===== src/rtl/decode_issue_stage.sv =====
`default_nettype none
// decode_issue_stage -- registered MIPS decode/issue with ready/valid handshake
// and a per-register write-back scoreboard that interlocks RAW hazards. Rev 1.0
module decode_issue_stage #(
  parameter  int NUM_REGS = 32,
  parameter  int WB_DELAY = 3,
  parameter  int PC_W     = 32,
  parameter  int STALL_W  = 16,
  localparam int RI_W     = $clog2(NUM_REGS),
  localparam int CNT_W    = $clog2(WB_DELAY + 1)
) (
  input  logic               clk,
  input  logic               rst_n,
  input  logic               in_valid,
  output logic               in_ready,
  input  logic [31:0]        insn,
  input  logic [PC_W-1:0]    pc,
  input  logic               flush,
  output logic               out_valid,
  input  logic               out_ready,
  output logic [31:0]        out_insn,
  output logic [PC_W-1:0]    out_pc,
  output logic [10:0]        out_ctrl,
  output logic [RI_W-1:0]    out_dest,
  output logic [STALL_W-1:0] stall_cycles
);

  localparam int B_RWE    = 0;
  localparam int B_SRC1   = 1;
  localparam int B_SRC2   = 2;
  localparam int B_RDST   = 3;
  localparam int B_ALUINB = 4;
  localparam int B_LOAD   = 5;
  localparam int B_STORE  = 6;
  localparam int B_BR     = 7;
  localparam int B_JP     = 8;
  localparam int B_RA     = 9;
  localparam int B_ILL    = 10;

  localparam logic [10:0] M_RWE    = 11'(1) << B_RWE;
  localparam logic [10:0] M_SRC1   = 11'(1) << B_SRC1;
  localparam logic [10:0] M_SRC2   = 11'(1) << B_SRC2;
  localparam logic [10:0] M_RDST   = 11'(1) << B_RDST;
  localparam logic [10:0] M_ALUINB = 11'(1) << B_ALUINB;
  localparam logic [10:0] M_LOAD   = 11'(1) << B_LOAD;
  localparam logic [10:0] M_STORE  = 11'(1) << B_STORE;
  localparam logic [10:0] M_BR     = 11'(1) << B_BR;
  localparam logic [10:0] M_JP     = 11'(1) << B_JP;
  localparam logic [10:0] M_RA     = 11'(1) << B_RA;
  localparam logic [10:0] M_ILL    = 11'(1) << B_ILL;

  localparam logic [10:0] CLS_ALU3  = M_RWE | M_SRC1 | M_SRC2 | M_RDST;
  localparam logic [10:0] CLS_SHIFT = M_RWE | M_SRC2 | M_RDST;
  localparam logic [10:0] CLS_MFHL  = M_RWE | M_RDST;
  localparam logic [10:0] CLS_DIV   = M_SRC1 | M_SRC2;
  localparam logic [10:0] CLS_JR    = M_JP | M_SRC1;
  localparam logic [10:0] CLS_JALR  = M_JP | M_RWE | M_RDST | M_SRC1;
  localparam logic [10:0] CLS_ALUI  = M_RWE | M_SRC1 | M_ALUINB;
  localparam logic [10:0] CLS_LUI   = M_RWE | M_ALUINB;
  localparam logic [10:0] CLS_LOAD  = M_RWE | M_SRC1 | M_ALUINB | M_LOAD;
  localparam logic [10:0] CLS_STORE = M_SRC1 | M_SRC2 | M_ALUINB | M_STORE;
  localparam logic [10:0] CLS_BR2   = M_BR | M_SRC1 | M_SRC2;
  localparam logic [10:0] CLS_BR1   = M_BR | M_SRC1;
  localparam logic [10:0] CLS_JAL   = M_JP | M_RA | M_RWE;

  localparam logic [5:0] OP_SPECIAL = 6'h00;
  localparam logic [5:0] OP_REGIMM  = 6'h01;
  localparam logic [5:0] OP_J       = 6'h02;
  localparam logic [5:0] OP_JAL     = 6'h03;
  localparam logic [5:0] OP_BEQ     = 6'h04;
  localparam logic [5:0] OP_BNE     = 6'h05;
  localparam logic [5:0] OP_BLEZ    = 6'h06;
  localparam logic [5:0] OP_BGTZ    = 6'h07;
  localparam logic [5:0] OP_ADDIU   = 6'h09;
  localparam logic [5:0] OP_SLTI    = 6'h0A;
  localparam logic [5:0] OP_SLTIU   = 6'h0B;
  localparam logic [5:0] OP_ORI     = 6'h0D;
  localparam logic [5:0] OP_XORI    = 6'h0E;
  localparam logic [5:0] OP_LUI     = 6'h0F;
  localparam logic [5:0] OP_MUL     = 6'h1C;
  localparam logic [5:0] OP_LB      = 6'h20;
  localparam logic [5:0] OP_LW      = 6'h23;
  localparam logic [5:0] OP_LBU     = 6'h24;
  localparam logic [5:0] OP_SB      = 6'h28;
  localparam logic [5:0] OP_SW      = 6'h2B;

  localparam logic [5:0] FN_SLL  = 6'h00;
  localparam logic [5:0] FN_SRL  = 6'h02;
  localparam logic [5:0] FN_SRA  = 6'h03;
  localparam logic [5:0] FN_SLLV = 6'h04;
  localparam logic [5:0] FN_SRLV = 6'h06;
  localparam logic [5:0] FN_SRAV = 6'h07;
  localparam logic [5:0] FN_JR   = 6'h08;
  localparam logic [5:0] FN_JALR = 6'h09;
  localparam logic [5:0] FN_MFHI = 6'h10;
  localparam logic [5:0] FN_MFLO = 6'h12;
  localparam logic [5:0] FN_DIV  = 6'h1A;
  localparam logic [5:0] FN_DIVU = 6'h1B;
  localparam logic [5:0] FN_ADD  = 6'h20;
  localparam logic [5:0] FN_ADDU = 6'h21;
  localparam logic [5:0] FN_SUB  = 6'h22;
  localparam logic [5:0] FN_SUBU = 6'h23;
  localparam logic [5:0] FN_AND  = 6'h24;
  localparam logic [5:0] FN_OR   = 6'h25;
  localparam logic [5:0] FN_XOR  = 6'h26;
  localparam logic [5:0] FN_NOR  = 6'h27;
  localparam logic [5:0] FN_SLT  = 6'h2A;
  localparam logic [5:0] FN_SLTU = 6'h2B;

  localparam logic [RI_W-1:0] LINK_REG = RI_W'(31);

  logic [10:0]      dec_ctrl;
  logic [RI_W-1:0]  dec_dest;
  logic             held_valid;
  logic [CNT_W-1:0] sb_cnt [NUM_REGS];
  logic [RI_W-1:0]  rs_idx;
  logic [RI_W-1:0]  rt_idx;
  logic             rs_busy;
  logic             rt_busy;
  logic             hazard;
  logic             issue;
  logic             accept;

  // Decode the incoming word so the hold register carries ready-made control.
  always_comb begin
    dec_ctrl = '0;
    dec_dest = '0;
    if (insn != 32'd0) begin
      case (insn[31:26])
        OP_SPECIAL: begin
          case (insn[5:0])
            FN_ADD, FN_ADDU, FN_SUB, FN_SUBU, FN_SLT, FN_SLTU,
            FN_AND, FN_OR, FN_XOR, FN_NOR,
            FN_SLLV, FN_SRLV, FN_SRAV:  dec_ctrl = CLS_ALU3;
            FN_SLL, FN_SRL, FN_SRA:     dec_ctrl = CLS_SHIFT;
            FN_MFHI, FN_MFLO:           dec_ctrl = CLS_MFHL;
            FN_DIV, FN_DIVU:            dec_ctrl = CLS_DIV;
            FN_JR:                      dec_ctrl = CLS_JR;
            FN_JALR:                    dec_ctrl = CLS_JALR;
            default:                    dec_ctrl = M_ILL;
          endcase
        end
        OP_MUL:                                     dec_ctrl = CLS_ALU3;
        OP_ADDIU, OP_SLTI, OP_SLTIU, OP_ORI, OP_XORI: dec_ctrl = CLS_ALUI;
        OP_LUI:                                     dec_ctrl = CLS_LUI;
        OP_LW, OP_LB, OP_LBU:                       dec_ctrl = CLS_LOAD;
        OP_SW, OP_SB:                               dec_ctrl = CLS_STORE;
        OP_BEQ, OP_BNE:                             dec_ctrl = CLS_BR2;
        OP_REGIMM, OP_BGTZ, OP_BLEZ:                dec_ctrl = CLS_BR1;
        OP_J:                                       dec_ctrl = M_JP;
        OP_JAL:                                     dec_ctrl = CLS_JAL;
        default:                                    dec_ctrl = M_ILL;
      endcase
    end
    if (dec_ctrl[B_RWE]) begin
      if (dec_ctrl[B_RA])
        dec_dest = LINK_REG;
      else if (dec_ctrl[B_RDST])
        dec_dest = insn[11 +: RI_W];
      else
        dec_dest = insn[16 +: RI_W];
    end
  end

  assign rs_idx = out_insn[21 +: RI_W];
  assign rt_idx = out_insn[16 +: RI_W];

  // Register 0 is never loaded, but the index test keeps r0 reads hazard-free
  // even if a counter were ever nonzero.
  assign rs_busy = out_ctrl[B_SRC1] && (rs_idx != '0) && (sb_cnt[rs_idx] != '0);
  assign rt_busy = out_ctrl[B_SRC2] && (rt_idx != '0) && (sb_cnt[rt_idx] != '0);
  assign hazard  = held_valid && (rs_busy || rt_busy);

  assign out_valid = rst_n && held_valid && !hazard;
  assign issue     = out_valid && out_ready;
  assign in_ready  = rst_n && !flush && (!held_valid || issue);
  assign accept    = in_valid && in_ready;

  always_ff @(posedge clk) begin
    if (!rst_n) begin
      held_valid <= 1'b0;
      out_insn   <= '0;
      out_pc     <= '0;
      out_ctrl   <= '0;
      out_dest   <= '0;
    end else if (flush) begin
      held_valid <= 1'b0;
    end else if (accept) begin
      held_valid <= 1'b1;
      out_insn   <= insn;
      out_pc     <= pc;
      out_ctrl   <= dec_ctrl;
      out_dest   <= dec_dest;
    end else if (issue) begin
      held_valid <= 1'b0;
    end
  end

  // A fresh load on issue wins over the per-cycle countdown.
  always_ff @(posedge clk) begin
    for (int r = 0; r < NUM_REGS; r++) begin
      if (!rst_n)
        sb_cnt[r] <= '0;
      else if (issue && out_ctrl[B_RWE] && (r != 0) && (out_dest == RI_W'(r)))
        sb_cnt[r] <= CNT_W'(WB_DELAY);
      else if (sb_cnt[r] != '0)
        sb_cnt[r] <= sb_cnt[r] - CNT_W'(1);
    end
  end

  always_ff @(posedge clk) begin
    if (!rst_n)
      stall_cycles <= '0;
    else if (hazard && (stall_cycles != '1))
      stall_cycles <= stall_cycles + STALL_W'(1);
  end

endmodule
`default_nettype wire


===== config.mk =====
export PLATFORM = sky130hd
export DESIGN_NAME = decode_issue_stage
export DESIGN_NICKNAME = d
export VERILOG_FILES = /design/src/rtl/decode_issue_stage.sv
export SDC_FILE = /design/constraint.sdc
export NUM_CORES = 1
export LEC_CHECK = 0
export CAP_MARGIN = 20
export CORE_MARGIN = 4
export CORE_UTILIZATION = 53
export DETAILED_ROUTE_END_ITERATION = 7
export GPL_ROUTABILITY_DRIVEN = 0
export GPL_TIMING_DRIVEN = 0
export PLACE_DENSITY_LB_ADDON = 0.3
export SLEW_MARGIN = 30
export SYNTH_ARGS = -nofsm -noshare
export SYNTH_HDL_FRONTEND = slang
export SYNTH_SLANG_ARGS = --single-unit

===== constraint.sdc =====
create_clock -name clk -period 3.4 [get_ports clk]
set_input_delay 0.51 -clock clk [delete_from_list [all_inputs] [get_ports clk]]
set_output_delay 0.51 -clock clk [all_outputs]
set_load 0.02 [all_outputs]

==> flow_summary.json <==
{
  "skew_ps": 17.99,
  "gr-usage-met3_pct": 8.412,
  "tightestPinTransition_ps": 914.8,
  "post_synth_num_cell_types": 58,
  "dp.cells": 1431,
  "timing.final.max_slew_violations": 0,
  "grt_first_pass_wirelength_um": 43960,
  "starting_utilization_of_the_core_area_pct": 54.07,
  "dr.first_iter.drc_count": 713,
  "grt_use_met2_pct": 47.23,
  "rr_worst_depth": 9,
  "post-route-cell-area_sq_um": 11960,
  "post_syn_nets": 1147,
  "worst-path-buf-inv": 3,
  "routed_wirelength_um": 27690,
  "drtAntennaViolNets": 0,
  "worst_hold_path.endpoint": "out_pc[28]$_SDFFE_PN0P_",
  "first_global_vias": 8646,
  "layout_commonest_cell": "sky130_fd_sc_hd__clkdlybuf4s50_1",
  "worstPathRequired_ps": 2890,
  "numCtsBuffers": 17,
  "number_of_iterations_in_the_first_detailed_routing_pass": 5,
  "io_pins": 167,
  "die-area_sq_um": 19840,
  "fillerInstances": 1361,
  "cts_tree": "done",
  "maxCapViolations": 0,
  "post_drt_wl_per_cell_um": 18.85,
  "cp_slowest_stage_delay_ps": 460,
  "grt_start_max_net_pins": 17,
  "fp.dieW_um": 140.8,
  "timing.critical_path.to_type": "output pin",
  "hold_viol_final": 0,
  "clk_path_buf_depth": 2,
  "place.port_buffers": 161,
  "final.hold.worst_slack_ps": 455.9,
  "ys.flop_type": "sky130_fd_sc_hd__dfxtp_1",
  "synth_cells": 1045,
  "die_h_um": 140.8,
  "critical_r2r_launch": "out_insn[17]$_SDFFE_PN0P_",
  "core.rowCount": 48,
  "run_status": "complete, no violations",
  "report.final.setup_viol": 0,
  "antenna-diode-count": 0,
  "synth_warnings": 0,
  "synth_enable_flop_cells": 64,
  "gr-total-overflow": 0,
  "power_w": 0.007030,
  "timing.critical_path.depth": 10,
  "cts-htree-levels": 4,
  "timing.critical_path.fanout_max": 4,
  "min-delay-start": "out_pc[28]$_SDFFE_PN0P_",
  "place.detailed.hpwl_um": 21000,
  "dpl_cell_area_sq_um": 11250,
  "multi_input_area_sq_um": 4499,
  "clk_slew_on_worst_s_h_paths_ps": 70,
  "antenna_found_initial": 0,
  "timing.critical_path.max_delay_family": "simple AND/OR/NAND/NOR gates",
  "max-vdd-ir-drop_mv": 0.4563,
  "ys_seq_elements": 171,
  "slew-limit-headroom_pct": 38.88,
  "reg_to_reg_endpoint": "sb_cnt[17][0]$_DFFE_PP_",
  "worstHoldPathCells": 2,
  "use_met1_pct": 32.92,
  "path_cells": "nor2_1 > mux4_2 > or3_1 > a41o_1 > and4_4 > buf_8 > buf_8 > a21oi_2 > nor2_1 > buf_4",
  "fin_crit_sh_pct": 97.08,
  "mappedNetlistArea_sq_um": 9353,
  "clock_tree.root_cell": "sky130_fd_sc_hd__clkbuf_16",
  "critical_path_arrival_ps": 2790,
  "critPathKind": "register to output pin",
  "area.sequential_sq_um": 4066,
  "post_drt_via_cell_ratio": 5.937,
  "final_cells": 1469,
  "crit_slowest_cell": "sky130_fd_sc_hd__mux4_2",
  "clk-insertion-delay-late_ps": 440,
  "area_delta_synth_final_pct": 27.85,
  "worst-r2r-setup-slack_ps": 330,
  "core_sq_um": 17300,
  "dr_total_vias": 8721,
  "postSynthAreaPerCell_sq_um": 8.950,
  "grt_usage_pct": 27.75,
  "top_usage_layer": "met2",
  "min-delay-path-class": "register to register",
  "post_route_cells_drive_above_1_share_pct": 6.913,
  "power_density_nw_per_um2": 587.9,
  "most-common-layout-cells": "sky130_fd_sc_hd__clkdlybuf4s50_1 (159), sky130_fd_sc_hd__inv_1 (136), sky130_fd_sc_hd__nand2_1 (116)",
  "period_minus_slack_ps": 3301,
  "fmaxAchievable_ghz": 0.3030,
  "ys_seq_area_share_pct": 43.45,
  "async_flop_share_pct": 0,
  "num-nets-final": 1333,
  "critPathLaunchType": "register",
  "clock_sinks": 171,
  "post-route-drc-count": 0,
  "leakagePower_nw": 4.887
}
[how the worst max path moves through the flow]
| stage | from | slack [ps] | end |
|---|---|---|---|
| floorplan | register | 570 | out_valid |
| global placement | register | -400 | out_valid |
| detailed placement | register | -450 | out_valid |
| CTS | register | 3 | out_valid |
| global route | out_insn[17]$_SDFFE_PN0P_ | -20 | in_ready |
| finish | sb_cnt[11][1]$_DFFE_PP_ | 100 | in_ready |
[cells by family after synthesis]
logic type      after synthesis  share of synthesized area, %
simple gates                348                         18.52
buf+inv                     206                         8.870
compound gates              199                         14.66
flops                       171                         43.45
mux                          88                         10.09
fa+ha+maj                    33                         4.415
[routing by layer]
metal	part of all wire, %	wire (um)
met1	38	10550
met3	11	2965
met4	3.2	895
met5	0	0
met2	48	13280
[where the power goes]
part / switching (W) / internal [W] / leakage, nW
clock: 0.000871 / 0.00106 / 0.283
sequential: 0.000334 / 0.00269 / 1.58
combinational: 0.00113 / 0.000950 / 3.03
[tightest hold or removal path, cell delays in order, from the launching register on]
cell and delay [ps]:
sky130_fd_sc_hd__dfxtp_1 310, sky130_fd_sc_hd__nand2_1 50, sky130_fd_sc_hd__mux2i_1 50
[area by class of cell]
class | instances | area share [%]
Clock buffer | 21 | 4.123
Buffer | 69 | 2.961
Tap cell | 225 | 2.354
Inverter | 136 | 4.269
Multi-Input combinational cell | 668 | 37.63
Clock inverter | 11 | 0.7848
Timing Repair Buffer | 168 | 13.87
Sequential cell | 171 | 34.01
[synth_stat cells, types with 6 or more instances]
cell type,count,area [sq um]
sky130_fd_sc_hd__inv_1,136,510.5
sky130_fd_sc_hd__nand2_1,117,439.2
sky130_fd_sc_hd__dfxtp_1,107,2142
sky130_fd_sc_hd__mux2i_1,83,830.8
sky130_fd_sc_hd__edfxtp_1,64,1922
sky130_fd_sc_hd__clkbuf_1,48,180.2
sky130_fd_sc_hd__nand3_1,48,240.2
sky130_fd_sc_hd__nor3_1,38,190.2
sky130_fd_sc_hd__nor2_1,36,135.1
sky130_fd_sc_hd__o22ai_1,36,225.2
sky130_fd_sc_hd__ha_1,33,412.9
sky130_fd_sc_hd__nand2b_1,32,200.2
sky130_fd_sc_hd__o31ai_1,31,232.7
sky130_fd_sc_hd__a21oi_1,27,135.1
sky130_fd_sc_hd__o211ai_1,24,180.2
sky130_fd_sc_hd__o21ai_0,20,100.1
sky130_fd_sc_hd__a31oi_1,17,106.4
sky130_fd_sc_hd__nand4_1,16,100.1
sky130_fd_sc_hd__or3_1,14,87.58
sky130_fd_sc_hd__buf_2,8,40.04
sky130_fd_sc_hd__buf_4,8,60.06
sky130_fd_sc_hd__nor4b_1,8,70.07
sky130_fd_sc_hd__nor4_1,7,43.79
sky130_fd_sc_hd__o32ai_1,7,61.31
sky130_fd_sc_hd__and3_1,6,37.54
sky130_fd_sc_hd__nor3b_1,6,45.04
sky130_fd_sc_hd__o2111ai_1,6,52.55
sky130_fd_sc_hd__or4_1,6,45.04
[metrics by stage]
step / setup WS (ps) / util [%] / setup TNS (ps)
floorplan: 567.2 / - / 0
global placement: -401.4 / 65.02 / -640.0
detailed placement: -447.0 / 65.02 / -731.1
CTS: 3.314 / 68.97 / 0
global route: -16.09 / 69.13 / -16.09
finish: 99.17 / 69.13 / 0
[flip-flops by register name, summed over array words and instances (netlist names), named ones only]
signal        cells
sb_cnt           64
out_insn         32
out_pc           32
stall_cycles     16
out_ctrl         11
out_dest          5
held_valid        1
[repair_timing]
action | CTS | global route
hold buffers | 0 | 0
setup endpoints to repair | 2 | 2
resized for setup | 28 | 12
setup buffers | 4 | 3
pin swaps | 4 | 7
hold endpoints to repair | 0 | 0
Note: power is estimated with default switching activity, not from simulation.
